### config.mk
export PLATFORM = sky130hd
export DESIGN_NAME = input_manager
export DESIGN_NICKNAME = d
export VERILOG_FILES = /design/src/rtl/uart_pkg.sv /design/src/rtl/input_manager_receiver.sv /design/src/rtl/input_manager.sv
export SDC_FILE = /design/constraint.sdc
export NUM_CORES = 2
export LEC_CHECK = 0
export BUFFER_PORTS_ARGS = -buffer_cell sky130_fd_sc_hd__buf_4
export CELL_PAD_IN_SITES_DETAIL_PLACEMENT = 1
export CELL_PAD_IN_SITES_GLOBAL_PLACEMENT = 1
export CORE_ASPECT_RATIO = 0.6
export CORE_MARGIN = 2
export CORE_UTILIZATION = 45
export CTS_CLUSTER_SIZE = 14
export DETAILED_ROUTE_END_ITERATION = 12
export GPL_TIMING_DRIVEN = 0
export PLACE_DENSITY_LB_ADDON = 0.1
export RECOVER_POWER = 100
export REMOVE_ABC_BUFFERS = 1
export SYNTH_ARGS = -nofsm -noshare
export SYNTH_HDL_FRONTEND = slang
export SYNTH_SLANG_ARGS = --single-unit
### constraint.sdc
create_clock -name CLK -period 18.08 [get_ports CLK]
set_clock_uncertainty 0.05 [all_clocks]
set_input_delay 3.616 -clock CLK [delete_from_list [all_inputs] [get_ports CLK]]
set_output_delay 3.616 -clock CLK [all_outputs]
set_load 0.1 [all_outputs]
### src/rtl/uart_pkg.sv
// Types and sizes shared by the UART receive and transmit managers.
package uart_pkg;
    localparam int QUEUE_DEPTH = 512;
    localparam int QPTR_W      = $clog2(QUEUE_DEPTH);

    typedef logic [QPTR_W-1:0] qptr_t;
    typedef logic [7:0]        byte_t;

    typedef enum logic [1:0] {
        IDLE  = 2'd0,
        START = 2'd1,
        DATA  = 2'd2,
        STOP  = 2'd3
    } rx_state_t;
endpackage

### src/rtl/input_manager_receiver.sv
// 8N1 UART deserialiser: 2-FF synchroniser plus bit-timing FSM.
// With RX_FRAME_CHECK_EN defined, a low stop bit drops the byte and raises stop_err.
module input_manager_receiver
    import uart_pkg::*;
#(
    parameter int CLKS_PER_BIT = 868
) (
    input  logic  clk,
    input  logic  rst_n,
    input  logic  rx,
    output byte_t data,
    output logic  byte_valid,
    output logic  stop_err,
    output logic  busy
);
    localparam int CNT_W = $clog2(CLKS_PER_BIT);
    localparam logic [CNT_W-1:0] FULL_CNT = CNT_W'(CLKS_PER_BIT - 1);
    localparam logic [CNT_W-1:0] HALF_CNT = CNT_W'(CLKS_PER_BIT / 2 - 1);

    logic             rx_meta_q;
    logic             rx_s_q;
    rx_state_t        state_q, state_d;
    logic [CNT_W-1:0] cnt_q, cnt_d;
    logic [2:0]       idx_q, idx_d;
    byte_t            data_q, data_d;

    always_ff @(posedge clk or negedge rst_n) begin
        if (!rst_n) begin
            rx_meta_q <= 1'b1;
            rx_s_q    <= 1'b1;
            state_q   <= IDLE;
            cnt_q     <= '0;
            idx_q     <= '0;
            data_q    <= '0;
        end else begin
            rx_meta_q <= rx;
            rx_s_q    <= rx_meta_q;
            state_q   <= state_d;
            cnt_q     <= cnt_d;
            idx_q     <= idx_d;
            data_q    <= data_d;
        end
    end

    always_comb begin
        state_d    = state_q;
        cnt_d      = cnt_q;
        idx_d      = idx_q;
        data_d     = data_q;
        byte_valid = 1'b0;
        stop_err   = 1'b0;
        case (state_q)
            IDLE: begin
                cnt_d = '0;
                if (!rx_s_q) begin
                    state_d = START;
                end
            end
            START: begin
                // Re-check the line at mid start bit to reject short glitches.
                if (cnt_q == HALF_CNT) begin
                    cnt_d = '0;
                    if (!rx_s_q) begin
                        state_d = DATA;
                        idx_d   = '0;
                    end else begin
                        state_d = IDLE;
                    end
                end else begin
                    cnt_d = cnt_q + 1'b1;
                end
            end
            DATA: begin
                if (cnt_q == FULL_CNT) begin
                    cnt_d         = '0;
                    data_d[idx_q] = rx_s_q;
                    if (idx_q == 3'd7) begin
                        state_d = STOP;
                    end else begin
                        idx_d = idx_q + 3'd1;
                    end
                end else begin
                    cnt_d = cnt_q + 1'b1;
                end
            end
            STOP: begin
                // Leaving at mid stop bit keeps back-to-back frames aligned.
                if (cnt_q == FULL_CNT) begin
                    cnt_d   = '0;
                    state_d = IDLE;
`ifdef RX_FRAME_CHECK_EN
                    if (rx_s_q) begin
                        byte_valid = 1'b1;
                    end else begin
                        stop_err = 1'b1;
                    end
`else
                    byte_valid = 1'b1;
`endif
                end else begin
                    cnt_d = cnt_q + 1'b1;
                end
            end
            default: state_d = IDLE;
        endcase
    end

    assign data = data_q;
    assign busy = (state_q != IDLE);
endmodule

### src/rtl/input_manager.sv
// UART receive queue: 512-entry byte ring written by the deserialiser, read by the core.
// RX_FRAME_CHECK_EN enables stop-bit checking and the frame_err flag.
module input_manager
    import uart_pkg::*;
#(
    parameter int CLKS_PER_BIT = 868
) (
    input  logic              CLK,
    input  logic              INITIALIZE_N,
    input  logic              UART_RX,
    input  logic [QPTR_W-1:0] queue_s,
    output logic [7:0]        rd_data,
    output logic [QPTR_W-1:0] queue_t,
    output logic              overrun,
    output logic              frame_err,
    output logic [7:0]        LED
);
    byte_t rx_data;
    logic  byte_valid;
    logic  stop_err;
    logic  rx_busy;

    input_manager_receiver #(
        .CLKS_PER_BIT(CLKS_PER_BIT)
    ) u_receiver (
        .clk       (CLK),
        .rst_n     (INITIALIZE_N),
        .rx        (UART_RX),
        .data      (rx_data),
        .byte_valid(byte_valid),
        .stop_err  (stop_err),
        .busy      (rx_busy)
    );

    byte_t mem [QUEUE_DEPTH];

    qptr_t queue_t_q, queue_t_d;
    logic  overrun_q, overrun_d;
    logic  frame_err_q, frame_err_d;
    logic  led_toggle_q, led_toggle_d;
    byte_t rd_data_q;
    logic  full;
    logic  wr_en;

    // One slot is kept empty so that queue_s == queue_t always means empty.
    assign full  = (qptr_t'(queue_t_q + 1'b1) == queue_s);
    assign wr_en = byte_valid && !full;

    always_comb begin
        queue_t_d    = queue_t_q;
        overrun_d    = overrun_q;
        frame_err_d  = frame_err_q | stop_err;
        led_toggle_d = led_toggle_q;
        if (byte_valid) begin
            if (full) begin
                overrun_d = 1'b1;
            end else begin
                queue_t_d    = queue_t_q + 1'b1;
                led_toggle_d = ~led_toggle_q;
            end
        end
    end

    always_ff @(posedge CLK or negedge INITIALIZE_N) begin
        if (!INITIALIZE_N) begin
            queue_t_q    <= '0;
            overrun_q    <= 1'b0;
            frame_err_q  <= 1'b0;
            led_toggle_q <= 1'b0;
        end else begin
            queue_t_q    <= queue_t_d;
            overrun_q    <= overrun_d;
            frame_err_q  <= frame_err_d;
            led_toggle_q <= led_toggle_d;
        end
    end

    always_ff @(posedge CLK) begin
        if (wr_en) begin
            mem[queue_t_q] <= rx_data;
        end
    end

    // Read-before-write on a same-address collision; harmless since the
    // consumer never reads at queue_t.
    always_ff @(posedge CLK or negedge INITIALIZE_N) begin
        if (!INITIALIZE_N) begin
            rd_data_q <= '0;
        end else begin
            rd_data_q <= mem[queue_s];
        end
    end

    assign rd_data   = rd_data_q;
    assign queue_t   = queue_t_q;
    assign overrun   = overrun_q;
    assign frame_err = frame_err_q;
    assign LED       = {led_toggle_q, 4'b0000, rx_busy, frame_err_q, overrun_q};
endmodule

==> impl_metrics.py <==
metrics = {
    "outcome": {
        "status": "complete, but fails checks",
        "violations": "max-capacitance violations, max-slew violations",
    },
    "placed_design": {
        "dpl.hpwl_um": 309000,
        "place_area_mm2": 0.171,
        "dpl.cell_count": 13000,
        "io_buffer_count": 32,
        "gp_congestion": 0.769,
    },
    "floorplan": {
        "num_rows": 171,
        "die_y_um": 472,
        "design.die.area_mm2": 0.370,
        "design.core.area_mm2": 0.362,
        "io_pins": 39,
        "die_x_um": 784,
        "start_util_pct": 45.3,
    },
    "global_route": {
        "globalRouteOverflowTotal": 0,
        "antenna_found_initial": 50,
        "track_usage_pct": 26.8,
        "grt_max_degree": 125,
        "first_global_vias": 87600,
        "grt_pass1_wl_um": 704000,
    },
    "critical_path": {
        "path_max_fanout": 115,
        "cp.arrival_ns": 13.67,
        "worst_setup_path_start_kind": "input port",
        "startpoint": "queue_s[0]",
        "cp.required_ns": 18.91,
        "critPathKind": "in -> reg",
        "end_kind": "register",
        "rr_startpoint": "u_receiver.data[0]",
    },
    "route": {
        "antenna_left": 0,
        "drt-pass1-iter-count": 5,
        "wl_per_cell_um": 36.7,
        "viasPerCell": 6.42,
        "post-route-drc-count": 0,
        "drtIter0Drc": 11100,
        "dr_total_vias": 88200,
        "routed_wl_um": 504000,
    },
    "yosys": {
        "synth_area_mm2": 0.164,
        "synth-main-ff-cell": "edfxtp_1",
        "synth_edf_count": 4096,
        "yosys_warnings": 0,
        "synth_cell_types": 83,
        "synth_top_area_cell": "edfxtp_1",
        "ys_seq_area_share_pct": 75.6,
        "syn_avg_cell_area_um2": 19.2,
        "synthArstFlopShare_pct": 1.06,
        "yosys-top-cells-area": "edfxtp_1 75%, mux4_2 7.7%, mux2i_1 5.4%",
        "ys_ff_latch": 4140,
        "syn_inst": 8541,
        "synth_top_area_share_pct": 74.9,
    },
    "timing": {
        "timing.final.crit_share_pct": 71.0,
        "layout_min_cycle_time_ns": 12.84,
        "report.final.slew_viol_count": 4152,
        "hold_viol_final": 0,
        "worstMarginPinSlew_ns": 4.33,
        "finalSetupViolations": 0,
        "finalSetupTns_ns": 0,
        "fmax_mhz": 77.9,
        "slew_headroom_pct": -189,
        "rsz0062_at_grt": "no",
    },
    "cts": {
        "clock_sinks": 4140,
        "cts.path.max_buffers": 4,
        "hold_buffers": 0,
        "post_cts_buffers": 0,
        "numCtsBuffers": 386,
        "clkTransAtPathRegs_ns": 0.06,
        "cts-root-buf": "clkbuf_16",
        "cts_max_level": 5,
        "ctsResizeCount": 0,
        "clkLatencyLatePin_ns": 0.95,
        "cts_tree": "yes",
    },
    "pwr": {
        "p_per_area_mw_per_mm2": 104,
        "p_sw_w": 0.00405,
        "power_leakage_nw": 67.3,
        "p_comb_share_pct": 3.4,
        "p_total_w": 0.0190,
        "clkPwrFrac_pct": 41.9,
        "power_frac_seq_pct": 54.8,
        "sw_frac_of_total_pct": 21.3,
        "vdd_ir_drop_max_v": 0.0000790,
        "p_int_w": 0.0149,
    },
    "final_layout": {
        "utilization_pct": 50.2,
        "area_growth_pct": 10.7,
        "drive_above_1_share_pct": 14.5,
        "final_cells": 13700,
        "layout.nets": 8602,
        "final_area_mm2": 0.182,
    },
    "min_path": {
        "hp-start": "u_receiver.rx_meta_q",
        "hold_path.class": "reg -> reg",
    },
    "run": {
        "cap_violations": 130,
    },
}
[metal layers]
layer  part of all wire [%]  track usage, %  up-vias
li1                       -               -    35600
met1                     46            43.2    48100
met2                     42            37.8     3934
met3                    9.3            5.34      618
met4                    2.3            5.57       14
met5                  0.024               0        -
[power by group through the flow]
stage	registers [W]	logic (W)	clock network (W)
floorplan	0.0106	0.000208	0
global placement	0.0106	0.000871	0
detailed placement	0.0106	0.000634	0
CTS	0.0104	0.000635	0.00804
global route	0.0104	0.000659	0.00837
finish	0.0104	0.000638	0.00794
[stage by stage]
stage / setup WS, ns / hold WS, ns
detailed placement: 6.36 / 0.328
finish: 5.24 / 0.332
floorplan: 4.58 / 0.295
CTS: 7.34 / 0.324
global route: 4.35 / 0.340
global placement: -20.38 / 0.325
[sequential cells by signal, indices dropped and copies added (netlist names), named ones only]
name	flops
led_toggle_q	1
mem	4096
overrun	1
queue_t	9
rd_data	8
u_receiver.cnt_q	10
u_receiver.data	8
u_receiver.idx_q	3
u_receiver.rx_meta_q	1
u_receiver.rx_s_q	1
u_receiver.state_q	1
[path summary, 6_finish.rpt]
| path | cells after the start | end | slack [ns] |
|---|---|---|---|
| max | 14 | rd_data[1] | 5.24 |
| min | 0 | u_receiver.rx_s_q | 0.33 |
| max reg2reg | 6 | mem[29][0] | 5.27 |
| min reg2reg | 0 | u_receiver.rx_s_q | 0.33 |
| max in group asynchronous | 1 | rd_data[6] | 11.49 |
| min in group asynchronous | 1 | u_receiver.cnt_q[1] | 4.09 |
[layout by cell type, fill, tap and decap left out, types with 136 or more instances in the layout]
master,n
clkbuf_1,222
a21oi_1,167
nor2_1,204
mux4_2,558
nor3_1,493
o22ai_1,289
clkbuf_16,394
nand2_1,136
o221ai_1,238
edfxtp_1,4096
mux2i_1,888
[cells by family (layout without fill, tap and decap cells)]
kind of cell             count (synthesis)  after routing  share of synthesized area (%)
flip-flops                            4140           4140                           75.6
multiplexers                          1516           1516                           13.8
AO/OA/AOI/OAI                         1139           1139                           4.71
AND/OR/NAND/NOR                       1072           1072                           3.18
buffers and inverters                  634            968                           2.48
XOR/XNOR                                26             26                          0.139
adder cells (fa/ha/maj)                 13             13                         0.0990
other                                    1             21                        0.00228
[critical path, stage by stage]
cell	delay, ns
clkbuf_1	0.17
buf_16	0.46
buf_16	0.43
buf_16	0.50
buf_16	0.52
buf_16	0.48
clkbuf_2	2.87
mux2i_1	0.32
o221ai_1	0.57
o22ai_1	0.17
o21ai_0	0.84
o21ai_0	0.31
o32ai_1	1.00
and4b_1	0.34
[cell usage after synthesis (6+ instances only)]
library cell and number:
edfxtp_1 4096, mux2i_1 888, mux4_2 558, nor3_1 496
o22ai_1 289, clkbuf_1 262, o221ai_1 238, nor2_1 207
a21oi_1 168, nand2_1 145, a31oi_1 120, o21ai_0 119
buf_6 117, buf_2 92, buf_4 82, nand3_1 56
and2_1 49, dfrtp_1 42, mux2_2 37, mux4_1 32
buf_8 28, a22oi_1 27, buf_1 27, o21a_1 25
nor4_1 22, inv_1 19, a211oi_1 18, nand4_1 18
o211ai_1 18, a221oi_1 16, xnor2_1 16, a2111oi_0 13
ha_1 13, nor2b_1 13, a21o_1 12, and3_1 11
nand2b_1 11, xor2_1 10, o21bai_1 8, a311oi_1 7
o2111ai_1 7, o31ai_1 7, a2bb2oi_1 6
[layout make-up]
type	instances	area, µm²
sequential	4140	124000
fill	32500	181000
clock inverter	184	1420
tap	4844	6060
timing repair buffer	258	3420
antenna	15	37.5
clock buffer	507	10400
inverter	19	86.3
multi-input combinational	3772	36400
(Power assumes the default switching activity.)
